$ cat src/rtl/maxpool_window_engine_if.sv
// Stream interface for the max-pooling engine: element input and result output.
interface maxpool_window_engine_if #(
  parameter int N = 16
);
  logic         in_valid;
  logic         in_ready;
  logic [N-1:0] in_data;
  logic         out_valid;
  logic         out_ready;
  logic [N-1:0] out_data;

  // Engine side.
  modport slave (
    input  in_valid, in_data, out_ready,
    output in_ready, out_valid, out_data
  );

  // Producer/consumer side driving the engine.
  modport master (
    output in_valid, in_data, out_ready,
    input  in_ready, out_valid, out_data
  );
endinterface

$ cat src/rtl/maxpool_window_engine.sv
// Streaming max-pool: folds each run of P*P accepted signed elements into one
// maximum and presents it on a one-deep valid/ready output register.
module maxpool_window_engine #(
  parameter int N = 16,
  parameter int P = 2
) (
  input  logic                    clk,
  input  logic                    master_rst,
  input  logic                    rst_m,
  maxpool_window_engine_if.slave  bus,
  output logic                    busy
);
  localparam int K  = P * P;
  localparam int CW = (K > 1) ? $clog2(K) : 1;

  logic [CW-1:0]       cnt;
  logic signed [N-1:0] max_q;
  logic signed [N-1:0] din;
  logic signed [N-1:0] nxt_max;
  logic                in_acc;
  logic                out_acc;
  logic                last;

  assign din  = $signed(bus.in_data);
  assign last = (cnt == CW'(K - 1));

  // Output slot frees up in the same cycle the consumer takes the pending result.
  assign bus.in_ready = master_rst && !rst_m && (!bus.out_valid || bus.out_ready);
  assign in_acc       = bus.in_valid && bus.in_ready;
  assign out_acc      = bus.out_valid && bus.out_ready;
  assign busy         = (cnt != '0);

  // First element of a window loads directly so negative windows are not floored at 0;
  // with K = 1 cnt is always 0, so the result is the element itself.
  always_comb begin
    nxt_max = max_q;
    if (cnt == '0)       nxt_max = din;
    else if (din > max_q) nxt_max = din;
  end

  // Window accumulation and result register.
  always_ff @(posedge clk) begin
    if (!master_rst) begin
      cnt          <= '0;
      max_q        <= '0;
      bus.out_data <= '0;
      bus.out_valid <= 1'b0;
    end else begin
      if (rst_m) begin
        cnt   <= '0;
        max_q <= '0;
      end else if (in_acc) begin
        max_q <= nxt_max;
        cnt   <= last ? '0 : cnt + CW'(1);
      end
      // A completing window wins over a drain so back-to-back results have no bubble.
      if (in_acc && last) begin
        bus.out_data  <= nxt_max;
        bus.out_valid <= 1'b1;
      end else if (out_acc) begin
        bus.out_valid <= 1'b0;
      end
    end
  end
endmodule

$ cat src/flat_wrapper.sv
// flat-port wrapper written by rule: the top's interface ports become plain ports
module maxpool_window_engine_flat 
#(
  parameter int N = 16,
  parameter int P = 2
)
  (clk, master_rst, rst_m, busy, bus_in_valid, bus_in_data, bus_out_ready, bus_in_ready, bus_out_valid, bus_out_data);
  maxpool_window_engine_if #(.N(N)) bus_i ();
  input  logic clk;
  input  logic master_rst;
  input  logic rst_m;
  output logic busy;
  input wire logic [$bits(bus_i.in_valid)-1:0] bus_in_valid;
  input wire logic [$bits(bus_i.in_data)-1:0] bus_in_data;
  input wire logic [$bits(bus_i.out_ready)-1:0] bus_out_ready;
  output wire logic [$bits(bus_i.in_ready)-1:0] bus_in_ready;
  output wire logic [$bits(bus_i.out_valid)-1:0] bus_out_valid;
  output wire logic [$bits(bus_i.out_data)-1:0] bus_out_data;
  assign bus_i.in_valid = bus_in_valid;
  assign bus_i.in_data = bus_in_data;
  assign bus_i.out_ready = bus_out_ready;
  assign bus_in_ready = bus_i.in_ready;
  assign bus_out_valid = bus_i.out_valid;
  assign bus_out_data = bus_i.out_data;
  maxpool_window_engine #(.N(N), .P(P)) u_core (.clk(clk), .master_rst(master_rst), .rst_m(rst_m), .bus(bus_i), .busy(busy));
endmodule
$ cat config.mk
export PLATFORM = sky130hd
export DESIGN_NAME = maxpool_window_engine_flat
export DESIGN_NICKNAME = d
export VERILOG_FILES = /design/src/rtl/maxpool_window_engine_if.sv /design/src/rtl/maxpool_window_engine.sv /design/src/flat_wrapper.sv
export SDC_FILE = /design/constraint.sdc
export NUM_CORES = 1
export LEC_CHECK = 0
export CORE_ASPECT_RATIO = 1.75
export CORE_MARGIN = 4
export CORE_UTILIZATION = 54
export CTS_CLUSTER_SIZE = 28
export DETAILED_ROUTE_END_ITERATION = 10
export PLACE_DENSITY = 0.83
export SYNTH_ARGS = -nofsm -noshare
export SYNTH_HDL_FRONTEND = slang
export SYNTH_SLANG_ARGS = --single-unit
$ cat constraint.sdc
create_clock -name clk -period 6.1 [get_ports clk]
set_input_delay 1.22 -clock clk [delete_from_list [all_inputs] [get_ports clk]]
set_output_delay 1.22 -clock clk [all_outputs]
set_load 0.05 [all_outputs]
==> flow_results.xml <==
<?xml version="1.0" encoding="UTF-8"?>
<metrics>
  <group name="yosys">
    <metric name="synth_cell_types" unit="">33</metric>
    <metric name="netlist.top_cell.by_area" unit="">sky130_fd_sc_hd__dfxtp_1</metric>
    <metric name="post_synth.cell_area_avg" unit="µm²">8.89</metric>
    <metric name="syn-cell-area" unit="µm²">1860</metric>
    <metric name="synthDominantCellAreaShare" unit="">0.377</metric>
    <metric name="asyncSetResetFlopFracSynth" unit="">0</metric>
    <metric name="postSynthRegisterBits" unit="">35</metric>
    <metric name="synth_flop_cell" unit="">sky130_fd_sc_hd__dfxtp_1</metric>
    <metric name="syn_nets" unit="">248</metric>
    <metric name="yosys-top-cells-count" unit="">sky130_fd_sc_hd__dfxtp_1 (35), sky130_fd_sc_hd__o21ai_0 (34), sky130_fd_sc_hd__a21oi_1 (23)</metric>
    <metric name="yosys.cell_count.top_type" unit="">sky130_fd_sc_hd__dfxtp_1</metric>
    <metric name="count_of_flip_flops_with_a_built_in_enable_after_synthesis" unit="">0</metric>
    <metric name="syn-instance-count" unit="">209</metric>
    <metric name="seq_area_frac_synth" unit="">0.377</metric>
    <metric name="yosys-top-cells-area" unit="">sky130_fd_sc_hd__dfxtp_1 (38%), sky130_fd_sc_hd__ha_1 (12%), sky130_fd_sc_hd__o21ai_0 (9.2%), sky130_fd_sc_hd__a22o_1 (7.5%), sky130_fd_sc_hd__a21oi_1 (6.2%)</metric>
    <metric name="yosysWarningCount" unit="">0</metric>
  </group>
  <group name="pwr">
    <metric name="power_density" unit="nW/µm²">207</metric>
    <metric name="swShare" unit="">0.247</metric>
    <metric name="cellLeakagePower" unit="µW">0.000917</metric>
    <metric name="switchingPower" unit="µW">121</metric>
    <metric name="totalPowerFinal" unit="µW">489</metric>
    <metric name="pwr-share-seq" unit="">0.484</metric>
    <metric name="comb_power_share" unit="">0.146</metric>
    <metric name="intPower" unit="µW">368</metric>
    <metric name="ir_worst_vdd" unit="mV">0.183</metric>
    <metric name="clock_power_share" unit="">0.370</metric>
  </group>
  <group name="finish">
    <metric name="num-fill-cells" unit="">284</metric>
    <metric name="final_layout_size_suffix_gt1_frac" unit="">0.0685</metric>
    <metric name="finish.net_count" unit="">286</metric>
    <metric name="design_area" unit="µm²">2350</metric>
    <metric name="diode_insertion_count_for_antenna_repair" unit="">0</metric>
    <metric name="syn_to_final_growth" unit="%">26.7</metric>
  </group>
  <group name="sta">
    <metric name="skew" unit="ns">0.00370</metric>
    <metric name="max_slew.worst_pin.slew" unit="ns">0.781</metric>
    <metric name="setup_total_negative_slack" unit="ns">0</metric>
    <metric name="report.final.slew_viol_count" unit="">0</metric>
    <metric name="max_slew_headroom" unit="">0.479</metric>
    <metric name="rsz0062_at_grt" unit="">no</metric>
    <metric name="maxClockFrequency" unit="MHz">219</metric>
    <metric name="post-route-period-util" unit="">0.750</metric>
    <metric name="report.final.setup_viol" unit="">0</metric>
    <metric name="fin_ws" unit="ns">1.53</metric>
    <metric name="fin_hold_ws" unit="ns">0.496</metric>
    <metric name="final_period_minus_worst_setup_slack" unit="ns">4.57</metric>
    <metric name="final-hold-violation-count" unit="">0</metric>
  </group>
  <group name="setup_path">
    <metric name="critical_path.startpoint_type" unit="">input port</metric>
    <metric name="critical_path.max_stage_delay" unit="ns">0.82</metric>
    <metric name="timing.critical_path.arrival" unit="ns">3.35</metric>
    <metric name="ff2ff_setup_slack" unit="ns">3.27</metric>
    <metric name="worst_path_max_delay_cell" unit="">sky130_fd_sc_hd__clkdlybuf4s50_1</metric>
    <metric name="setup.worst_path.end_class" unit="">primary output</metric>
    <metric name="worst-path-buf-inv" unit="">2</metric>
    <metric name="critPathTopFamily" unit="">buffers and inverters</metric>
    <metric name="cp_data_required_time" unit="ns">4.88</metric>
    <metric name="cells_along_the_critical_path" unit="">clkdlybuf4s50_1 -&gt; nor2b_1 -&gt; and2_1 -&gt; clkdlybuf4s50_1</metric>
    <metric name="criticalPathCategory" unit="">in -&gt; out</metric>
    <metric name="critPathMaxFanout" unit="">18</metric>
    <metric name="path_common_cell" unit="">sky130_fd_sc_hd__clkdlybuf4s50_1</metric>
  </group>
  <group name="clock_network">
    <metric name="cts_num_sinks" unit="">35</metric>
    <metric name="clk_pin_slew" unit="ns">0.06</metric>
    <metric name="clock_tree.root_cell" unit="">sky130_fd_sc_hd__clkbuf_8</metric>
    <metric name="h-tree-depth" unit="">2</metric>
    <metric name="cts_setup_buffers" unit="">0</metric>
    <metric name="holdBufCountCts" unit="">0</metric>
    <metric name="numCtsBuffers" unit="">5</metric>
    <metric name="cts_tree" unit="">done</metric>
    <metric name="clock_latency" unit="ns">0.28</metric>
    <metric name="maximum_buffer_depth_of_the_clock_tree" unit="">2</metric>
    <metric name="cts.repair.resized" unit="">0</metric>
  </group>
  <group name="placement">
    <metric name="hpwlAfterDp" unit="µm">3130</metric>
    <metric name="finalWeightedCongestion" unit="">0.881</metric>
    <metric name="dpl_worst_slack" unit="ns">1.51</metric>
    <metric name="placement.io_buffers" unit="">39</metric>
    <metric name="dpl_cell_area" unit="µm²">2250</metric>
  </group>
  <group name="floorplan">
    <metric name="dieArea" unit="µm²">4480</metric>
    <metric name="fp.coreArea" unit="µm²">3240</metric>
    <metric name="die_w" unit="µm">52.3</metric>
    <metric name="std_cell_rows" unit="">27</metric>
    <metric name="die_h" unit="µm">85.6</metric>
    <metric name="initial_core_util" unit="">0.573</metric>
    <metric name="io_pins" unit="">40</metric>
  </group>
  <group name="worst_hold_path">
    <metric name="worst_hold_path_type" unit="">reg -&gt; reg</metric>
  </group>
  <group name="detailed_routing">
    <metric name="routed_wire_length_per_instance" unit="µm">15.9</metric>
    <metric name="drtAntennaViolNets" unit="">0</metric>
    <metric name="drc" unit="">0</metric>
    <metric name="met2WireLength" unit="µm">2540</metric>
    <metric name="wirelength_met1" unit="µm">1820</metric>
    <metric name="via_per_inst" unit="">6.01</metric>
    <metric name="wl" unit="µm">4640</metric>
    <metric name="drt-pass1-iter-count" unit="">4</metric>
    <metric name="top_signal_layer_used" unit="">met4</metric>
    <metric name="num_vias" unit="">1749</metric>
    <metric name="wl_met3" unit="µm">221</metric>
    <metric name="drt_first_iter_violations" unit="">43</metric>
  </group>
  <group name="global_routing">
    <metric name="grt_pass1_wl" unit="µm">7820</metric>
    <metric name="grt_pass1_vias" unit="">1747</metric>
    <metric name="track_usage" unit="">0.229</metric>
    <metric name="antenna_found_initial" unit="">0</metric>
    <metric name="grt_max_degree" unit="">19</metric>
    <metric name="grt_overflow_total" unit="">0</metric>
  </group>
  <group name="flow_run">
    <metric name="number_of_max_cap_violations" unit="">0</metric>
  </group>
  <group name="outcome">
    <metric name="status" unit="">finished clean</metric>
  </group>
</metrics>
-- layout make-up --
type / count / area [µm²] / share of cell area
repair buffers: 41 / 405 / 0.172
inverters: 20 / 75.1 / 0.0319
multi-input cells: 144 / 1020 / 0.433
well taps: 43 / 53.8 / 0.0228
flip-flops and latches: 35 / 701 / 0.298
clock buffers: 8 / 100 / 0.0425
-- logic make-up after synthesis --
family                   synth area share
flip-flops                          0.377
AO/OA/AOI/OAI                       0.353
adder cells (fa/ha/maj)             0.121
AND/OR/NAND/NOR                    0.0747
buffers and inverters              0.0741
-- metrics by stage --
step	util	cells
after CTS	0.726	291
after global placement	0.695	283
after floorplan	-	209
final	0.726	291
after detailed placement	0.695	283
after global routing	0.726	291
-- cell usage in the layout (no fill, tap or decap) --
cell type	Yosys	routed
sky130_fd_sc_hd__and2_0	1	1
sky130_fd_sc_hd__a31oi_2	2	2
sky130_fd_sc_hd__dfxtp_1	35	35
sky130_fd_sc_hd__nor2b_1	2	2
sky130_fd_sc_hd__a21oi_1	23	23
sky130_fd_sc_hd__and4_1	1	1
sky130_fd_sc_hd__a211oi_1	2	2
sky130_fd_sc_hd__clkdlybuf4s50_1	0	39
sky130_fd_sc_hd__a31oi_1	16	16
sky130_fd_sc_hd__clkbuf_8	0	7
sky130_fd_sc_hd__a31o_2	1	1
sky130_fd_sc_hd__and3_1	1	1
sky130_fd_sc_hd__a21oi_2	1	1
sky130_fd_sc_hd__inv_1	20	20
sky130_fd_sc_hd__and2_1	1	1
sky130_fd_sc_hd__a21boi_0	1	1
sky130_fd_sc_hd__o21ai_0	34	34
sky130_fd_sc_hd__a22o_1	16	16
sky130_fd_sc_hd__a31o_4	1	1
sky130_fd_sc_hd__nand4_1	2	2
sky130_fd_sc_hd__nor2_1	1	1
sky130_fd_sc_hd__o31ai_4	1	1
sky130_fd_sc_hd__nand2b_1	2	2
sky130_fd_sc_hd__nand2_1	10	10
sky130_fd_sc_hd__nor3_1	1	1
sky130_fd_sc_hd__o221ai_1	1	1
sky130_fd_sc_hd__nand4_2	1	1
sky130_fd_sc_hd__o21a_1	1	1
sky130_fd_sc_hd__clkbuf_1	5	1
sky130_fd_sc_hd__ha_1	18	18
sky130_fd_sc_hd__a221o_1	1	1
sky130_fd_sc_hd__nor3_2	1	1
sky130_fd_sc_hd__buf_4	0	2
sky130_fd_sc_hd__nand3_1	1	1
-- power by group through the flow --
| stage | registers, µW | clock network, µW | logic [µW] |
|---|---|---|---|
| after floorplan | 240 | 0 | 44.3 |
| after global placement | 241 | 0 | 68.3 |
| after global routing | 237 | 194 | 79.5 |
| after detailed placement | 241 | 0 | 70.0 |
| after CTS | 236 | 186 | 71.1 |
| final | 236 | 181 | 71.3 |
-- path summary, 6_finish.rpt --
check / start / to / cells after the start
setup / recovery: master_rst / bus_in_ready / 4
hold reg to reg: u_core.cnt[1]$_SDFFE_PP0P_ / u_core.cnt[1]$_SDFFE_PP0P_ / 2
hold / removal: u_core.cnt[1]$_SDFFE_PP0P_ / u_core.cnt[1]$_SDFFE_PP0P_ / 2
setup reg to reg: u_core.max_q[15]$_SDFFE_PP0P_ / u_core.max_q[11]$_SDFFE_PP0P_ / 8
-- worst min-delay path: stages (launching register included) --
cell                      delay, ns
sky130_fd_sc_hd__dfxtp_1       0.33
sky130_fd_sc_hd__nand2_1       0.06
sky130_fd_sc_hd__o21ai_0       0.06
-- metal layers --
metal,vias up,global-route usage
met5,-,0
met4,0,0.102
met3,7,0.0452
met2,55,0.402
met1,831,0.256
li1,856,-
-- state kept, by name (all words and copies together), names as in the netlist --
name,flops
u_core.cnt,2
u_core.bus.out_valid,1
u_core.max_q,16
u_core.bus.out_data,16
Power figures use the tool's default switching activity.
==> RTL edit 1 (same flow settings) <==
`N` is set to 16 in 3 places; all go to 32.
--- a/src/rtl/maxpool_window_engine_if.sv
+++ b/src/rtl/maxpool_window_engine_if.sv
@@ -1,5 +1,5 @@
 // Stream interface for the max-pooling engine: element input and result output.
 interface maxpool_window_engine_if #(
-  parameter int N = 16
+  parameter int N = 32
 );
   logic         in_valid;
--- a/src/rtl/maxpool_window_engine.sv
+++ b/src/rtl/maxpool_window_engine.sv
@@ -2,5 +2,5 @@
 // maximum and presents it on a one-deep valid/ready output register.
 module maxpool_window_engine #(
-  parameter int N = 16,
+  parameter int N = 32,
   parameter int P = 2
 ) (
--- a/src/flat_wrapper.sv
+++ b/src/flat_wrapper.sv
@@ -2,5 +2,5 @@
 module maxpool_window_engine_flat 
 #(
-  parameter int N = 16,
+  parameter int N = 32,
   parameter int P = 2
 )
Ports: changed (resized bus_in_data and bus_out_data); port bits go from 40 to 72. No check against the original RTL was run, so the function may have changed too.
==> RTL edit 1 against the unedited design <==
- global-route usage fell by 0.59 points
- non-clock buffer count rose by 35
- setup slack improved by 0.14 ns
- synthesized cell count rose by 71%
- design area rose by 86%
- sequential power rose by 92%
- routed wire length rose by 71%
- critical path depth rose by 1
- sequential cell count rose by 32
- total power rose by 100%
- clock skew rose by 0.0013 ns
- synthesized area rose by 85%
==> RTL edit 1: results (changes against the unedited design) <==
status: "completed"
top_regs: "u_core.bus.out_data x32, u_core.max_q x32, u_core.cnt x2"
wl_per_cell_um: 15.64  # -1.9%
wl_um: 7913  # +71%
fin_crit_ns: 4.430  # -0.1424 ns
finalClockSkew_ns: 0.005031  # +0.001335 ns
syn_area_per_cell_um2: 9.608  # +8.1%
met1_length_um: 3169  # +74%
p_int_mw: 0.7352  # +100%
numCtsBuffers: 9  # +4
synth_top_cells_by_area: "dfxtp_1 (39%), ha_1 (12%), a32o_1 (9.3%)"
r2r_cells: 11  # +3
synth_nets: 429  # +73%
cts.htree.levels: 3  # +1
nets: 492  # +72%
post_dp_cell_area_mm2: 0.004158  # +84%
holdWs_ns: 0.4947  # -0.001519 ns
p_leak_nw: 1.837  # +100%
routed_via_density: 5.794  # -3.6%
critPathMaxFanout: 34  # +16
drtIter0Drc: 171  # +300%
dr_wl_met3_um: 390  # +76%
hold_start: "u_core.max_q[23]$_SDFFE_PP0P_"
use_met2_pct: 37.69  # -2.5 points
grt_use_total_pct: 22.28  # -0.59 points
grt_pass1_vias: 2878  # +65%
insertion_delay_ns: 0.36  # +0.08 ns
grt_pass1_wl_um: 13090  # +67%
power_sequential_mw: 0.454  # +92%
use_met3_pct: 7.586  # +3.1 points
place.gp.congestion: 0.7719  # -12%
hold_depth: 1  # -1
synth_common_cells: "dfxtp_1 (67), a21oi_1 (46), inv_1 (37)"
r2r-start: "u_core.max_q[19]$_SDFFE_PP0P_"
peakVddDrop_mv: 0.1534  # -16%
sw_frac_of_total_pct: 25.47  # +0.76 points
yosysUniqueCellTypes: 36  # +9.1%
[RTL edit 1: cell count changes after synthesis, sizes merged, moves of 17 or more]
cell   unedited run  this run
a31oi            18         0
dfxtp            35        67
inv              20        37
a21oi            24        46
a32o              0        32
mux2i             0        32
[RTL edit 1: worst max-delay path, cell delays in order]
cell	delay, ns
clkdlybuf4s50_1	0.45
buf_4	0.31
nand2b_1	0.21
nor2_1	0.19
clkdlybuf4s50_1	0.83
[RTL edit 1: kinds of logic after synthesis]
group | Yosys count | synth area share, %
buf+inv | 61 | 8.512
flops | 67 | 39.00
fa+ha+maj | 34 | 12.37
simple gates | 37 | 6.621
mux | 32 | 9.313
compound gates | 127 | 24.19
[RTL edit 1: cell type report]
class                   count  area, um^2
clock inverters             4       47.55
flip-flops and latches     67        1341
fillers                   503        1810
multi-input cells         230        1829
inverters                  37       138.9
repair buffers             76       748.2
clock buffers              12       165.2
well taps                  80       100.1
==> RTL edit 2 (same settings) <==
Without the edit above. Reset style: asynchronous (`master_rst`), changed in one clocked block.
--- a/src/rtl/maxpool_window_engine.sv
+++ b/src/rtl/maxpool_window_engine.sv
@@ -40,5 +40,5 @@
 
   // Window accumulation and result register.
-  always_ff @(posedge clk) begin
+  always_ff @(posedge clk or negedge master_rst) begin
     if (!master_rst) begin
       cnt          <= '0;
Behaviour: differs if master_rst is asserted again (counterexample within 4 cycles, from zero or initial values and one cycle with master_rst low); with master_rst held inactive, the same outputs for 10 cycles.
==> RTL edit 2 against the unedited design <==
- setup slack improved by 0.21 ns
- synthesized area is 18% higher
- design area grew 14%
- total power rose by 7.0%
- sequential cell count did not move
- utilization is 4.1 points lower
- register-to-register slack worse by 0.07 ns
- routed wire length increased by 6.1%
- largest power group unchanged
- highest routed layer unchanged
==> RTL edit 2: results (changes against the unedited design) <==
r2r-start: "u_core.max_q[11]$_DFFE_PN0P_"
place.gp.congestion: 0.7997  # -9.3%
synth_nets: 260  # +4.8%
grt_use_total_pct: 20.38  # -2.5 points
nets: 293  # +2.4%
top_regs: "u_core.bus.out_data x16, u_core.max_q x16, u_core.cnt x2"
grt_pass1_wl_um: 8273  # +5.7%
drtIter0Drc: 25  # -42%
synth_top_cells_by_area: "dfrtp_1 (40%), ha_1 (10%), nand2_1 (6.7%)"
routed_via_density: 5.776  # -3.9%
ys_warn_count: 0  # unchanged
port_buffers: 39  # unchanged
insertion_delay_ns: 0.29
p_total_mw: 0.5227  # +7.0%
p_leak_nw: 1.141  # +24%
cts_resized: 0  # unchanged
hold_depth: 2  # unchanged
synth_ff_type: "dfrtp_1"
wl_um: 4921  # +6.1%
fillerInstances: 338  # +19%
yosysSeqAreaShare_pct: 40.05  # +2.3 points
hold_class: "flip-flop to flip-flop"
dpl.hpwl_um: 3280  # +4.8%
whs_endpoint: "u_core.bus.out_data[11]$_DFFE_PN0P_"
grt_max_degree: 38  # +19
arrival_ns: 3.14  # -0.21 ns
wl_per_cell_um: 16.24  # +1.9%
grt_pass1_vias: 1765  # +1.0%
rr_endpoint: "u_core.bus.out_data[0]$_DFFE_PN0P_"
post-place-cells: 295  # +4.2%
layout-drive-gt1-share_pct: 11.37  # +4.5 points
async_flop_share_pct: 100.0  # +100 points
r2r_cells: 7  # -1
slew_headroom_pct: 25.74  # -22 points
syn_area_mm2: 0.002187  # +18%
cts_setup_buffers: 0  # unchanged
finalClockSkew_ns: 0.005043  # +0.001347 ns
critPathMaxFanout: 20  # +2
hold_start: "u_core.bus.out_data[11]$_DFFE_PN0P_"
clk_pin_slew_ns: 0.06  # about the same
num_antenna_cells: 0  # unchanged
clk_path_buf_depth: 2  # unchanged
drc: 0  # unchanged
syn_area_per_cell_um2: 9.896  # +11%
status: "completed"
synth_common_cells: "nand2_1 (39), dfrtp_1 (35), inv_1 (21)"
peakVddDrop_mv: 0.2015  # +10%
r2r_slack_ns: 3.20  # -0.07 ns
first_pass_iters: 4  # unchanged
yosysUniqueCellTypes: 32  # -3.0%
RTL edit 2: cell count changes after synthesis, sizes merged, moves of 15 or more:
cell	change
a21oi	-18
a22o	-16
a31oi	-17
dfrtp	+35
dfxtp	-35
mux2	+15
nand2	+29
nor2	+17
o2111ai	+16
o211ai	+17
o21ai	-34
RTL edit 2: kinds of logic (layout without fill, tap and decap cells):
group           Yosys count  after routing  share of synthesized area [%]
flops                    35             35                          40.05
fa+ha+maj                18             18                          10.30
compound gates           47             47                          18.02
buf+inv                  35             69                          6.751
simple gates             69             69                          14.70
mux                      17             17                          10.18
RTL edit 2: where the power goes:
group	internal, mW	switching (mW)	leakage (nW)
clock	0.103	0.0797	0.0515
sequential	0.241	0.00510	0.481
combinational	0.0415	0.0526	0.608
RTL edit 2: metal layers:
layer	part of all wire, %	vias to the layer above	GRT usage [%]
met5	0	-	0
met4	1.8	0	8.515
met3	3.4	5	3.803
met2	55	34	35.94
met1	40	854	23.66
li1	-	857	-
RTL edit 2: how the worst max path moves through the flow:
| stage | from | endpoint | depth (start not counted) |
|---|---|---|---|
| floorplan | rst_m | bus_in_ready | 3 |
| global placement | rst_m | bus_in_ready | 3 |
| detailed placement | rst_m | bus_in_ready | 3 |
| CTS | rst_m | bus_in_ready | 3 |
| global route | master_rst | bus_in_ready | 4 |
| finish | rst_m | bus_in_ready | 3 |
RTL edit 2: stage by stage:
step	hold WS, ns	utilization (%)	cell area, um^2	setup slack, ns
CTS	0.4992	68.56	2676	1.732
global route	0.5145	68.56	2676	1.646
floorplan	0.5225	-	2187	2.744
finish	0.4932	68.56	2676	1.737
detailed placement	0.4845	65.99	2576	1.733
global placement	0.4760	65.99	2576	1.740
RTL edit 2: area by class of cell:
cell class | count | area share, %
Clock buffer | 8 | 3.740
Inverter | 21 | 2.945
Multi-Input combinational cell | 151 | 43.48
Sequential cell | 35 | 32.73
Tap cell | 48 | 2.244
Timing Repair Buffer | 40 | 14.87
RTL edit 2: critical path: stages:
cell and delay [ns]:
clkdlybuf4s50_1 0.78, and3b_1 0.35, clkdlybuf4s50_1 0.79
